File: src/rtl/vga_timing_gen.sv
// vga_timing_gen: parametrised VGA raster timing with registered sync/active/coordinate/strobe outputs.
// Define VGA_TIMING_FRAME_CNT_EN to build the completed-frame counter; otherwise frame_count is tied to 0.
module vga_timing_gen #(
  parameter int WIDTH    = 640,
  parameter int H_FPORCH = 16,
  parameter int H_SYNC   = 96,
  parameter int H_BPORCH = 48,
  parameter int HEIGHT   = 480,
  parameter int V_FPORCH = 10,
  parameter int V_SYNC   = 2,
  parameter int V_BPORCH = 33,
  parameter bit H_POL    = 1'b0,
  parameter bit V_POL    = 1'b0,
  parameter int COORD_W  = 10,
  parameter int FRAME_W  = 8
) (
  input  logic               clk_vga,
  input  logic               reset,
  input  logic               pix_ce,
  output logic               hsync,
  output logic               vsync,
  output logic               active,
  output logic [COORD_W-1:0] pix_x,
  output logic [COORD_W-1:0] pix_y,
  output logic               line_start,
  output logic               frame_start,
  output logic [FRAME_W-1:0] frame_count
);
  localparam int H_TOTAL = WIDTH + H_FPORCH + H_SYNC + H_BPORCH;
  localparam int V_TOTAL = HEIGHT + V_FPORCH + V_SYNC + V_BPORCH;
  localparam int H_ACT0  = H_SYNC + H_BPORCH;
  localparam int H_ACT1  = H_ACT0 + WIDTH;
  localparam int V_ACT0  = V_SYNC + V_BPORCH;
  localparam int V_ACT1  = V_ACT0 + HEIGHT;
  logic [COORD_W-1:0] h_cnt_q, h_cnt_d, v_cnt_q, v_cnt_d;
  logic [COORD_W-1:0] pix_x_q, pix_x_d, pix_y_q, pix_y_d;
  logic hsync_q, hsync_d, vsync_q, vsync_d, active_q, active_d;
  logic line_start_q, line_start_d, frame_start_q, frame_start_d;
  logic h_wrap, v_wrap, in_act;
  always_comb begin
    h_wrap        = int'(h_cnt_q) == H_TOTAL - 1;
    v_wrap        = int'(v_cnt_q) == V_TOTAL - 1;
    in_act        = int'(h_cnt_q) >= H_ACT0 && int'(h_cnt_q) < H_ACT1 &&
                    int'(v_cnt_q) >= V_ACT0 && int'(v_cnt_q) < V_ACT1;
    h_cnt_d       = !pix_ce ? h_cnt_q : h_wrap ? '0 : h_cnt_q + 1'b1;
    v_cnt_d       = !(pix_ce && h_wrap) ? v_cnt_q : v_wrap ? '0 : v_cnt_q + 1'b1;
    hsync_d       = !pix_ce ? hsync_q : int'(h_cnt_q) < H_SYNC ? H_POL : ~H_POL;
    vsync_d       = !pix_ce ? vsync_q : int'(v_cnt_q) < V_SYNC ? V_POL : ~V_POL;
    active_d      = !pix_ce ? active_q : in_act;
    pix_x_d       = !pix_ce ? pix_x_q : in_act ? COORD_W'(int'(h_cnt_q) - H_ACT0) : '0;
    pix_y_d       = !pix_ce ? pix_y_q : in_act ? COORD_W'(int'(v_cnt_q) - V_ACT0) : '0;
    // strobes are single clk_vga pulses, never held across disabled clocks
    line_start_d  = pix_ce && h_cnt_q == '0;
    frame_start_d = line_start_d && v_cnt_q == '0;
  end
  always_ff @(posedge clk_vga) begin
    if (reset) begin
      h_cnt_q       <= '0;
      v_cnt_q       <= '0;
      hsync_q       <= ~H_POL;
      vsync_q       <= ~V_POL;
      active_q      <= 1'b0;
      pix_x_q       <= '0;
      pix_y_q       <= '0;
      line_start_q  <= 1'b0;
      frame_start_q <= 1'b0;
    end else begin
      h_cnt_q       <= h_cnt_d;
      v_cnt_q       <= v_cnt_d;
      hsync_q       <= hsync_d;
      vsync_q       <= vsync_d;
      active_q      <= active_d;
      pix_x_q       <= pix_x_d;
      pix_y_q       <= pix_y_d;
      line_start_q  <= line_start_d;
      frame_start_q <= frame_start_d;
    end
  end
  assign hsync       = hsync_q;
  assign vsync       = vsync_q;
  assign active      = active_q;
  assign pix_x       = pix_x_q;
  assign pix_y       = pix_y_q;
  assign line_start  = line_start_q;
  assign frame_start = frame_start_q;
`ifdef VGA_TIMING_FRAME_CNT_EN
  logic [FRAME_W-1:0] frame_count_q, frame_count_d;
  always_comb frame_count_d = (pix_ce && h_wrap && v_wrap) ? frame_count_q + 1'b1 : frame_count_q;
  always_ff @(posedge clk_vga) begin
    if (reset) frame_count_q <= '0;
    else frame_count_q <= frame_count_d;
  end
  assign frame_count = frame_count_q;
`else
  assign frame_count = '0;
`endif
endmodule

File: config.mk
export PLATFORM = sky130hd
export DESIGN_NAME = vga_timing_gen
export DESIGN_NICKNAME = d
export VERILOG_FILES = /design/src/rtl/vga_timing_gen.sv
export SDC_FILE = /design/constraint.sdc
export NUM_CORES = 1
export LEC_CHECK = 0
export BUFFER_PORTS_ARGS = -buffer_cell sky130_fd_sc_hd__buf_2
export CAP_MARGIN = 15
export CORE_MARGIN = 2
export CORE_UTILIZATION = 50
export CTS_CLUSTER_DIAMETER = 50
export DETAILED_ROUTE_END_ITERATION = 7
export PLACE_DENSITY_LB_ADDON = 0.05
export SYNTH_ARGS = -nofsm -noshare
export SYNTH_HDL_FRONTEND = slang
export SYNTH_SLANG_ARGS = --single-unit
File: constraint.sdc
create_clock -name clk_vga -period 5.14 [get_ports clk_vga]
set_clock_uncertainty 0.2 [all_clocks]
set_input_delay 0.514 -clock clk_vga [delete_from_list [all_inputs] [get_ports clk_vga]]
set_output_delay 0.514 -clock clk_vga [all_outputs]
set_load 0.05 [all_outputs]
Word-level counts from Yosys, hierarchy flattened --
Index checks and enable logic that the tools add are counted. Widths: inputs -> output; s select.
Word-level totals: register bits 45, bits of input ports 3, output and inout port bits 33, word-level logic and storage cells 35
Operators by class: add/sub/neg operators 4, magnitude comparators 6, equality and inequality tests 2, mux-type cells 6, reductions and logical operators 8
Operators with widths (count):
- $mux 10 | 4
- $add 10x1->10 const B | 2
- $logic_not 10->1 | 2
- $lt 10x10->1 const B | 2
- $eq 10x10->1 const B | 1
- $eq 10x9->1 const B | 1
- $ge 10x6->1 const B | 1
- $ge 10x8->1 const B | 1
- $lt 10x2->1 const B | 1
- $lt 10x7->1 const B | 1
- $sub 10x6->10 const B | 1
- $sub 10x8->10 const B | 1
- $logic_and 1x1->1 | 6
- $mux 1 | 2

Longest topological paths before layout --
depth in word-level cells 5, mapped depth 8, depth with buffers taken out 7

Least setup slack after synthesis --
OpenSTA, ideal clock, no wires.
path kind register to register, start point reg h_cnt_q[0], end point reg v_cnt_q[8], setup time 0.120 ns, arrival 1.775 ns, data required time 4.820 ns, slack 3.045 ns, cell stages (with the launch flop) 8, path buffers 1, clock period less this slack 2.095 ns, path through dfxtp_1 ha_1 nand4_2 or4_4 buf_6 nor4_4 xnor2_1 nor2_2
Between the ends: longest elaborated chain between the ends 2
RTL lines:
- from (decl) | RTL line 35 | logic [COORD_W-1:0] h_cnt_q, h_cnt_d, v_cnt_q, v_cnt_d;
- from (signal assigned) | RTL line 68 | h_cnt_q <= h_cnt_d;
- $eq 10x9->1 | RTL line 41 | h_wrap = int'(h_cnt_q) == H_TOTAL - 1;
- $logic_and 1x1->1 | RTL line 46 | v_cnt_d = !(pix_ce && h_wrap) ? v_cnt_q : v_wrap ? '0 : v_cnt_q + 1'b1;
- to (signal assigned) | RTL line 69 | v_cnt_q <= v_cnt_d;
- to (decl) | RTL line 35
No other way between the ends. A chain may end at the register's enable or synchronous reset.

Final worst setup path --
start point reg v_cnt_q[0], end point reg pix_y_q[8] (netlist: pix_y[8])
Between the ends: longest elaborated chain between the ends 4, elaborated cells on any way between the ends 6, those cells by class 1 x add/sub; 2 x order compare; 1 x mux; 2 x reduce/logical
RTL lines:
- $ge 10x6->1 | RTL line 44 | int'(v_cnt_q) >= V_ACT0 && int'(v_cnt_q) < V_ACT1;
- $logic_and 1x1->1 | RTL line 43 | in_act = int'(h_cnt_q) >= H_ACT0 && int'(h_cnt_q) < H_ACT1 &&
- $logic_and 1x1->1 | RTL line 44
- $mux 10 * | RTL line 51 | pix_y_d = !pix_ce ? pix_y_q : in_act ? COORD_W'(int'(v_cnt_q) - V_ACT0) : '0;
- to (signal assigned) | RTL line 74 | pix_y_q <= pix_y_d;
- to (decl) | RTL line 36 | logic [COORD_W-1:0] pix_x_q, pix_x_d, pix_y_q, pix_y_d;
Every way passes the cells marked *; elsewhere a longest branch is shown, timed or not.

==> qor.csv <==
stage;metric;value;unit
status;status;completed;
global_route;pin count of the biggest net entering global routing;29;
cells_and_area;fraction of layout cells with a size suffix above 1;0.150;
setup_path;critical path class;flip-flop to flip-flop;
power;leakage;1.01;nW
route;Detailed Routing Iterations Pass 1;4;
clock_network;later-pin clock latency in the skew report;300;ps
route;ANT nets after route;0;
route;vias;1808;
sta;final hold violation count;0;
min_path;HP Class;flip-flop to flip-flop;
clock_network;clock tree buffer depth;2;
sta;RSZ-0062 raised after global routing;false;
global_route;first-pass GRT wire length;7910;um
clock_network;Root Driver;clkbuf_8;
logic_synthesis;Syn Inst Count;270;
global_route;vias in the first global route;1745;
floorplan;Die H;72.2;um
route;wire length per cell;13.4;um
clock_network;cts-stage hold buffer count;0;
route;DRT Wirelength;4540;um
sta;Worst-Margin Slew;722;ps
clock_network;Clk pin slew, worst setup/hold paths;90;ps
sta;Worst slew margin;0.515;
floorplan;Core Box Area;4410;sq um
cells_and_area;Area Growth Syn to Fin;6.30;%
route;DR DRC count;0;
clock_network;Post CTS Setup Buffer Count;0;
sta;Final Cycle Share;0.438;
sta;Max Slew Vio Count;0;
floorplan;Starting Density;0.526;
sta;Fmax;444;MHz
setup_path;Required @ worst endpoint;5150;ps
job;MaxCap Viol Count;0;
setup_path;Arrival @ worst endpoint;2260;ps
global_route;All-Layer GR Usage;0.193;
cells_and_area;Ant. Diodes;0;
logic_synthesis;Cell Area, Synth;2320;sq um
logic_synthesis;flops & latches, synth;45;
place;Port Buf Inserts;27;
floorplan;Core Rows;24;
sta;Worst Slack Setup Final;2890;ps
logic_synthesis;EDFF count, synth;0;
place;pre-CTS worst setup slack;2780;ps
global_route;GR Overflow Total;0;
sta;setup TNS;0;ps
floorplan;DIE WIDTH;72.2;um
clock_network;TritonCTS Buffers;5;
sta;final setup vio count;0;
setup_path;Startpoint Class;flip-flop;
setup_path;crit end category;flip-flop;
logic_synthesis;yosys warns;0;
power;VDD IR max;0.243;mV
clock_network;CTS Sinks;45;
logic_synthesis;post-synthesis async set-or-reset flop share;0;
route;1st-iter DRT viols;158;
clock_network;H-tree depth;2;
global_route;initial antenna violation count;0;
clock_network;CTS tree;built;
sta;fin crit period;2250;ps
setup_path;Worst Path Max Fanout;19;
cells_and_area;Filler Cell Count;430;
logic_synthesis;ys flop type;dfxtp_1;
route;Avg Vias per Cell;5.35;
place;hpwl dp;3200;um
floorplan;I/O Pins;36;
logic_synthesis;sequential element share of the synthesized area;0.388;
place;routability cong.;0.842;
logic_synthesis;mean area per synthesized cell;8.61;sq um
power;pwr/cell area;274;nW/um^2
logic_synthesis;count of different cell masters after synthesis;44;
clock_network;post_cts resized;0;
cells_and_area;fin nets;296;
floorplan;die area;5210;sq um
[routing by layer]
metal / routed length [um] / vias to the layer above / global-route usage
met2: 2250 / 30 / 0.331
met3: 119 / 9 / 0.0417
met4: 70 / 0 / 0.0755
li1: - / 933 / -
met5: 0 / - / 0
met1: 2110 / 836 / 0.234
[placed cells by master, fill, tap and decap left out, types with 4 or more instances in the layout]
cell type	count
xnor2_1	9
nand4_1	4
nand2_1	32
a32oi_1	7
a21oi_1	18
nor3_1	6
nand3_1	17
conb_1	8
clkbuf_8	6
nor2_1	31
inv_1	10
dfxtp_1	45
ha_1	8
xor2_1	18
buf_2	27
o21ai_0	5
[through the flow]
stage	power [mW]	area, sq um	hold WS (ps)	utilization	instances
after CTS	0.686	2470	260	0.560	338
after global placement	0.407	2350	244	0.533	330
after floorplan	0.404	2350	286	-	277
after detailed placement	0.407	2350	248	0.533	330
after global routing	0.702	2470	284	0.560	338
final	0.676	2470	260	0.560	338
[worst max-delay path: stages, from the launching register on]
cell and delay (ps):
dfxtp_1 500, ha_1 360, mux2i_1 130, o211a_1 170
a311oi_2 180, buf_4 260, nand2_1 120, o31ai_1 260
[sequential cells by signal, indices dropped and copies added (netlist names)]
name	flops
v_cnt_q	10
line_start	1
frame_start	1
h_cnt_q	10
pix_x	10
active	1
hsync	1
vsync	1
pix_y	10
[where the power goes]
part,switching [mW],internal (mW)
Clock,0.118,0.159
Sequential,0.00331,0.352
Combinational,0.0360,0.00782
Total,0.157,0.519
[kinds of logic after synthesis]
| family | Yosys count | share of synthesized area |
|---|---|---|
| adder cells (fa/ha/maj) | 8 | 0.0431 |
| multiplexers | 2 | 0.00862 |
| buffers and inverters | 37 | 0.104 |
| other | 1 | 0.00161 |
| XOR/XNOR | 27 | 0.102 |
| AO/OA/AOI/OAI | 39 | 0.111 |
| AND/OR/NAND/NOR | 111 | 0.242 |
| flip-flops | 45 | 0.388 |
[path summary, 6_finish.rpt]
check                   from        to  slack [ps]  cells past startpoint
setup / recovery  v_cnt_q[0]  pix_y[8]        2890                      7
setup reg to reg  v_cnt_q[0]  pix_y[8]        2890                      7
hold reg to reg       active    active         260                      2
hold / removal        active    active         260                      2
[layout make-up]
class,instances,area (sq um),area share
flip-flops and latches,45,901,0.365
clock inverters,1,30.0,0.0122
multi-input cells,195,1210,0.489
well taps,52,65.1,0.0263
inverters,10,37.5,0.0152
repair buffers,28,143,0.0578
clock buffers,7,86.3,0.0350
[synthesized netlist by cell type (all sizes together), types with 7 or more instances]
library cell  instances  area share
dfxtp                45        0.39
nand2                32       0.052
nor2                 32       0.053
buf                  21       0.078
a21oi                18       0.039
xor2                 18       0.068
nand3                17       0.037
inv                  10       0.016
xnor2                 9       0.034
ha                    8       0.043
a32oi                 7       0.026
(Power assumes the default switching activity.)
